**config.mk**
```make
export PLATFORM = sky130hd
export DESIGN_NAME = bcd_scan_display
export DESIGN_NICKNAME = d
export VERILOG_FILES = /design/src/rtl/bcd_display_pkg.sv /design/src/rtl/bcd_to_7seg.sv /design/src/rtl/bcd_scan_display.sv
export SDC_FILE = /design/constraint.sdc
export NUM_CORES = 1
export LEC_CHECK = 0
export CORE_MARGIN = 1.5
export CORE_UTILIZATION = 40
export CTS_CLUSTER_DIAMETER = 80
export DETAILED_ROUTE_END_ITERATION = 10
export HOLD_SLACK_MARGIN = 0.06
export PLACE_DENSITY = 0.7
export RECOVER_POWER = 25
export SYNTH_ARGS = -nofsm -noshare
export SYNTH_HDL_FRONTEND = slang
export SYNTH_SLANG_ARGS = --single-unit
```
**constraint.sdc**
```tcl
create_clock -name clk -period 1.4 [get_ports clk]
set_input_delay 0.14 -clock clk [delete_from_list [all_inputs] [get_ports clk]]
set_output_delay 0.14 -clock clk [all_outputs]
set_load 0.1 [all_outputs]
```
**src/rtl/bcd_display_pkg.sv**
```systemverilog
// Shared constants for the 3-digit scanned 7-segment display: active-low segment
// patterns (bit0=a .. bit6=g), digit count and the scan state type.
package bcd_display_pkg;

  localparam int NUM_DIGITS = 3;

  localparam logic [6:0] SEG_0    = 7'b1000000;
  localparam logic [6:0] SEG_1    = 7'b1111001;
  localparam logic [6:0] SEG_2    = 7'b0100100;
  localparam logic [6:0] SEG_3    = 7'b0110000;
  localparam logic [6:0] SEG_4    = 7'b0011001;
  localparam logic [6:0] SEG_5    = 7'b0010010;
  localparam logic [6:0] SEG_6    = 7'b0000010;
  localparam logic [6:0] SEG_7    = 7'b1111000;
  localparam logic [6:0] SEG_8    = 7'b0000000;
  localparam logic [6:0] SEG_9    = 7'b0010000;
  localparam logic [6:0] SEG_DASH = 7'b0111111;
  localparam logic [6:0] SEG_OFF  = 7'b1111111;

  typedef enum logic {
    BLANK = 1'b0,
    ON    = 1'b1
  } scan_state_t;

  // Slot 0 is the hundreds digit, driven by dig_n bit 2.
  function automatic logic [2:0] digit_enable(input logic [1:0] slot);
    case (slot)
      2'd0:    digit_enable = 3'b011;
      2'd1:    digit_enable = 3'b101;
      2'd2:    digit_enable = 3'b110;
      default: digit_enable = 3'b111;
    endcase
  endfunction

endpackage

```
**src/rtl/bcd_to_7seg.sv**
```systemverilog
// Combinational BCD code to active-low 7-segment pattern; codes above 9 show a dash.
module bcd_to_7seg
  import bcd_display_pkg::*;
(
  input  logic [3:0] code,
  output logic [6:0] seg_n
);

  always_comb begin
    seg_n = SEG_DASH;
    case (code)
      4'd0: seg_n = SEG_0;
      4'd1: seg_n = SEG_1;
      4'd2: seg_n = SEG_2;
      4'd3: seg_n = SEG_3;
      4'd4: seg_n = SEG_4;
      4'd5: seg_n = SEG_5;
      4'd6: seg_n = SEG_6;
      4'd7: seg_n = SEG_7;
      4'd8: seg_n = SEG_8;
      4'd9: seg_n = SEG_9;
      default: seg_n = SEG_DASH;
    endcase
  end

endmodule

```
**src/rtl/bcd_scan_display.sv**
```systemverilog
// Multiplexed common-anode 3-digit display driver with a blank gap per slot.
// Optional macro LEADING_ZERO_BLANK_EN suppresses leading zeros in huns/tens.
module bcd_scan_display
  import bcd_display_pkg::*;
#(
  parameter int SCAN_DIV     = 50000,
  parameter int BLANK_CYCLES = 1000
) (
  input  logic       clk,
  input  logic       rst_n,
  input  logic       load,
  input  logic [3:0] huns,
  input  logic [3:0] tens,
  input  logic [3:0] ones,
  output logic [6:0] seg_n,
  output logic [2:0] dig_n,
  output logic       frame_tick
);

  localparam int CW = $clog2(SCAN_DIV);
  localparam logic [CW-1:0] CNT_LAST   = CW'(SCAN_DIV - 1);
  localparam logic [CW-1:0] BLANK_LAST = CW'(BLANK_CYCLES - 1);

  scan_state_t   state, state_next;
  logic [CW-1:0] cnt;
  logic [1:0]    slot;
  logic [3:0]    huns_q, tens_q, ones_q;
  logic [3:0]    code_q;
  logic          blank_q;
  logic [3:0]    sel_code;
  logic          sel_blank;
  logic [6:0]    dec_seg;
  logic          slot_end, on_start;

  assign slot_end = (state == ON) && (cnt == CNT_LAST);
  assign on_start = (state == BLANK) && (cnt == BLANK_LAST);

  always_ff @(posedge clk or negedge rst_n) begin
    if (!rst_n) begin
      huns_q <= '0;
      tens_q <= '0;
      ones_q <= '0;
    end else if (load) begin
      huns_q <= huns;
      tens_q <= tens;
      ones_q <= ones;
    end
  end

  always_comb begin
    sel_code  = ones_q;
    sel_blank = 1'b0;
    case (slot)
      2'd0:    sel_code = huns_q;
      2'd1:    sel_code = tens_q;
      default: sel_code = ones_q;
    endcase
`ifdef LEADING_ZERO_BLANK_EN
    if (slot == 2'd0)
      sel_blank = (huns_q == 4'd0);
    else if (slot == 2'd1)
      sel_blank = (huns_q == 4'd0) && (tens_q == 4'd0);
`endif
  end

  always_comb begin
    state_next = state;
    case (state)
      BLANK:   if (cnt == BLANK_LAST) state_next = ON;
      ON:      if (cnt == CNT_LAST) state_next = BLANK;
      default: state_next = BLANK;
    endcase
  end

  // The digit is snapshotted only at the start of an ON phase, so a load never
  // disturbs the slot currently lit.
  always_ff @(posedge clk or negedge rst_n) begin
    if (!rst_n) begin
      state   <= BLANK;
      cnt     <= '0;
      slot    <= 2'd0;
      code_q  <= '0;
      blank_q <= 1'b0;
    end else begin
      state <= state_next;
      cnt   <= (cnt == CNT_LAST) ? '0 : cnt + 1'b1;
      if (slot_end)
        slot <= (slot == 2'd2) ? 2'd0 : slot + 2'd1;
      if (on_start) begin
        code_q  <= sel_code;
        blank_q <= sel_blank;
      end
    end
  end

  bcd_to_7seg u_dec (
    .code  (code_q),
    .seg_n (dec_seg)
  );

  always_ff @(posedge clk or negedge rst_n) begin
    if (!rst_n) begin
      seg_n      <= SEG_OFF;
      dig_n      <= 3'b111;
      frame_tick <= 1'b0;
    end else begin
      frame_tick <= slot_end && (slot == 2'd2);
      if (state == ON) begin
        dig_n <= digit_enable(slot);
        seg_n <= blank_q ? SEG_OFF : dec_seg;
      end else begin
        dig_n <= 3'b111;
        seg_n <= SEG_OFF;
      end
    end
  end

endmodule

```
==> results.txt <==
The floorplan step set the die height to 75.45 um. Capturing point of the worst reg2reg path: slot[1]. The congestion estimate from routability-driven global placement came to 0.7862. The number of antenna diodes in the final layout is 0. Ranked by instance count, the synthesized netlist is headed by sky130_fd_sc_hd__dfrtp_1 (36), sky130_fd_sc_hd__nor2_1 (15), sky130_fd_sc_hd__mux2_2 (12), sky130_fd_sc_hd__nand2_1 (12).

The number of synthesized register bits was 46; the max-cap check violation count was 0. For the largest vdd supply drop, the log shows 0.0005294 V. The signed area change from the synthesized netlist to the final layout came out at 35.70%. The average detailed-routed wire length per instance was 12.89 um; the detailed placement HPWL was 2885 um.

The number of hold-slack violations in the final timing report is 0. In this run the tool buffered the top-level ports with 25 buffer cells. The via density per instance is 4.897, and the time the worst path needs with I/O delays and setup is 1.452 ns. The initialized floorplan defines 26 standard-cell rows. The number of setup buffers added after CTS came out at 0.

The capture point of the worst path was slot[1]. Ranked by total cell area, the synthesized netlist is headed by sky130_fd_sc_hd__dfrtp_1 (43%), sky130_fd_sc_hd__dfstp_2 (13%), sky130_fd_sc_hd__mux2_2 (6.4%), sky130_fd_sc_hd__xor2_1 (3.8%), sky130_fd_sc_hd__ha_1 (3.6%). Counting along the longest clock path gives a buffer depth of 2.

The switching power is 0.4875 mW, and the die extent in x is 75.45 um. The count of antenna-violating nets left after detailed routing is 0, and the total overflow reported by the global router is 0. Category of the critical setup timing path: reg2reg.

Setup repair after global routing could not meet its margin everywhere. Latest clock arrival within the worst-skew pair: 0.30 ns. The source of the worst register-to-register timing path was cnt[0].

Category of the worst setup path capture point: a flip-flop. Once the floorplan was initialized, standard cells occupied 41.37% of the core. The top-level I/O count was 26. The biggest fanout along the worst timing path was 3; the final net count was 250. Of the cells placed in the final design, the portion with a size suffix greater than 1 is 35.22%. The total routing usage reported by global routing was 15.26%; the number of sinks on the clock net was 46. After layout, the worst path uses 103.7% of the clock period. Counting every instance in the synthesized netlist gives 180. Among all flip-flop cells after synthesis, the most frequent one is sky130_fd_sc_hd__dfrtp_1. The final wirelength came out at 3867 um.

Clock-pin slew was measured on the worst setup and hold paths at 0.08 ns. Summed over all failing endpoints, the final setup total negative slack is -0.1792 ns. At the pin with the least slew margin, the transition time is 0.5381 ns. In this run the worst hold path is classified as in2async.

Buffers inserted during clock tree synthesis total 5. Counting every net in the synthesized netlist gives 201. The number of antenna violations at the first check in global routing was 0. The tools report the met3 track demand over resource as 4.101%. The tools report the unique cell type count in the Yosys netlist as 37. The logs give 0 for the number of max-slew violations in the final report and 6.0% for the part of the power in combinational logic. Between clock sinks in the finished design, the worst skew comes to 0.008451 ns. CTS built an H-tree with a depth of 2. The tools report the cell at the root of the clock tree as sky130_fd_sc_hd__clkbuf_8. The clock network accounts for 34.8% of the total power.

Across all hold checks on the routed design, the worst slack comes to 0.3493 ns. Yosys mapped a number of flops with a built-in enable equal to 0. Via count of the first global-routing pass: 1381. The net switching share of the total power is 20.89%.

Of all flip-flops after synthesis, the portion carrying an async set or reset was 100.0%. TritonCTS built the clock tree. The beginning of the critical path is cnt[0]. The internal portion of the total power is 1.846 mW. The core region is 5075 um2. After synthesis, flip-flops and latches occupy 55.42% of the total area. The minimum setup slack among reg-to-reg paths was -0.05 ns. The final reports fail on setup timing. For the total of warnings raised by yosys, the log shows 0. For the worst flop-to-flop path, the logic depth is 5.

The analysis attributes to cell leakage a power of 1.295 nW. Summed over all instances, the cell type with the most area after synthesis is sky130_fd_sc_hd__dfrtp_1. For this run, the detailed router's first-pass iteration total came to 3. The number of remaining DRC errors was 0. In this run the most used layer during global routing was met2. The wire length of the first global-routing pass was 6361 um; the detailed router's first-iteration violation count was 55.

The worst setup path is launched from a flip-flop. The post-synth design cell area was 2100 um2; the arrival time at the worst endpoint was 1.64 ns. In this run the power density over the cells is 819.1 nW/um2. The sequential share of power was 59.2%; the data required time at the worst endpoint was 1.59 ns. Entering global routing, the biggest net connects 27 pins. The post-placement worst setup slack is -0.06433 ns.

The run gives 0.6888 GHz as the maximum clock rate. In the global route stage, met2 resource usage came out at 23.88%. The routed layout has 1469 vias.

A synthesized cell averages 11.66 um2. In the global route stage, met1 resource usage came out at 19.83%. The flow ran to the end, but the final reports show violations. For the worst path setup slack after routing, the log shows -0.05174 ns.

The relative slew slack is 64.13%, and the proportion of netlist area held by the largest area contributor is 42.91%. Setup violations remaining at the end of the flow were counted as 4. The leading cell type by number of instances after synthesis is sky130_fd_sc_hd__dfrtp_1. The tools report the area of the die as 5693 um2.
## cells by family after synthesis
| family | count (synthesis) | synth area share, % |
|---|---|---|
| DFF | 46 | 55.42 |
| AOI/OAI and AO/OA | 22 | 5.363 |
| and+or+nand+nor | 65 | 18.35 |
| buffers and inverters | 10 | 2.026 |
| muxes | 19 | 10.25 |
| adders and majority gates | 6 | 3.576 |
| xor gates and xnor gates | 12 | 5.006 |
## layout make-up
type | count | area, um2
timing repair buffer | 49 | 564.3
inverter | 3 | 11.26
tap | 70 | 87.58
sequential | 46 | 1165
clock inverter | 1 | 5.005
clock buffer | 7 | 86.33
fill | 441 | 2226
multi-input combinational | 124 | 929.6
## worst min-delay path by stage
stage,startpoint,endpoint,slack [ns],cells after the start
2_1_floorplan,rst_n,cnt[0],-0.16,0
3_3_place_gp,rst_n,state,0.12,1
3_5_place_dp,rst_n,slot[1],0.12,1
4_1_cts,rst_n,slot[1],0.35,2
5_1_grt,rst_n,slot[0],0.42,2
6_report,rst_n,slot[1],0.35,2
## placed cells by master, fill, tap and decap left out, types with 6 or more instances in the layout
cell type / count
sky130_fd_sc_hd__nor2_1: 15
sky130_fd_sc_hd__xor2_1: 9
sky130_fd_sc_hd__nand2_1: 9
sky130_fd_sc_hd__dfrtp_1: 35
sky130_fd_sc_hd__clkbuf_8: 6
sky130_fd_sc_hd__clkdlybuf4s50_1: 13
sky130_fd_sc_hd__a21oi_1: 9
sky130_fd_sc_hd__dfstp_2: 10
sky130_fd_sc_hd__o21ai_0: 6
sky130_fd_sc_hd__buf_4: 19
sky130_fd_sc_hd__mux2_2: 12
sky130_fd_sc_hd__buf_12: 13
## layer usage
metal  routed length, um  vias to the layer above
met5                   0                        -
met4                  94                        0
met3                 125                        8
met2                1864                       24
met1                1783                      718
li1                    -                      719
## repair_timing
action / in CTS / in global routing
pin swaps: 0 / 5
setup endpoints to repair: 7 / 20
endpoints found under the hold margin: 10 / 0
resized for setup: 2 / 13
gates cloned: 0 / 1
hold buffers: 1 / 0
## critical path, stage by stage, from the launching register on
cell	delay [ns]
sky130_fd_sc_hd__dfrtp_1	0.36
sky130_fd_sc_hd__ha_2	0.18
sky130_fd_sc_hd__nor4b_4	0.19
sky130_fd_sc_hd__and4_4	0.28
sky130_fd_sc_hd__nand2_4	0.06
sky130_fd_sc_hd__mux2_4	0.29
## power by group through the flow
stage | clock, mW | sequential (mW) | combinational, mW
after floorplan | 0 | 1.40 | 0.0550
after global placement | 0 | 1.40 | 0.137
after detailed placement | 0 | 1.41 | 0.140
after CTS | 0.850 | 1.38 | 0.143
after global routing | 0.901 | 1.39 | 0.158
final | 0.813 | 1.38 | 0.140
## sequential cells by signal, summed over array words and instances (netlist names)
name and cells:
huns_q 4, seg_n 7, dig_n 3, code_q 4
tens_q 4, cnt 16, frame_tick 1, ones_q 4
slot 2, state 1
## metrics by stage
stage / cell area, um2 / util, % / cells / power [mW]
after floorplan: 2107 / - / 180 / 1.456
after global placement: 2709 / 53.38 / 290 / 1.541
after detailed placement: 2709 / 53.38 / 290 / 1.547
after CTS: 2818 / 55.52 / 299 / 2.374
final: 2849 / 56.14 / 300 / 2.334
after global routing: 2849 / 56.14 / 300 / 2.444
(Power assumes the default switching activity.)
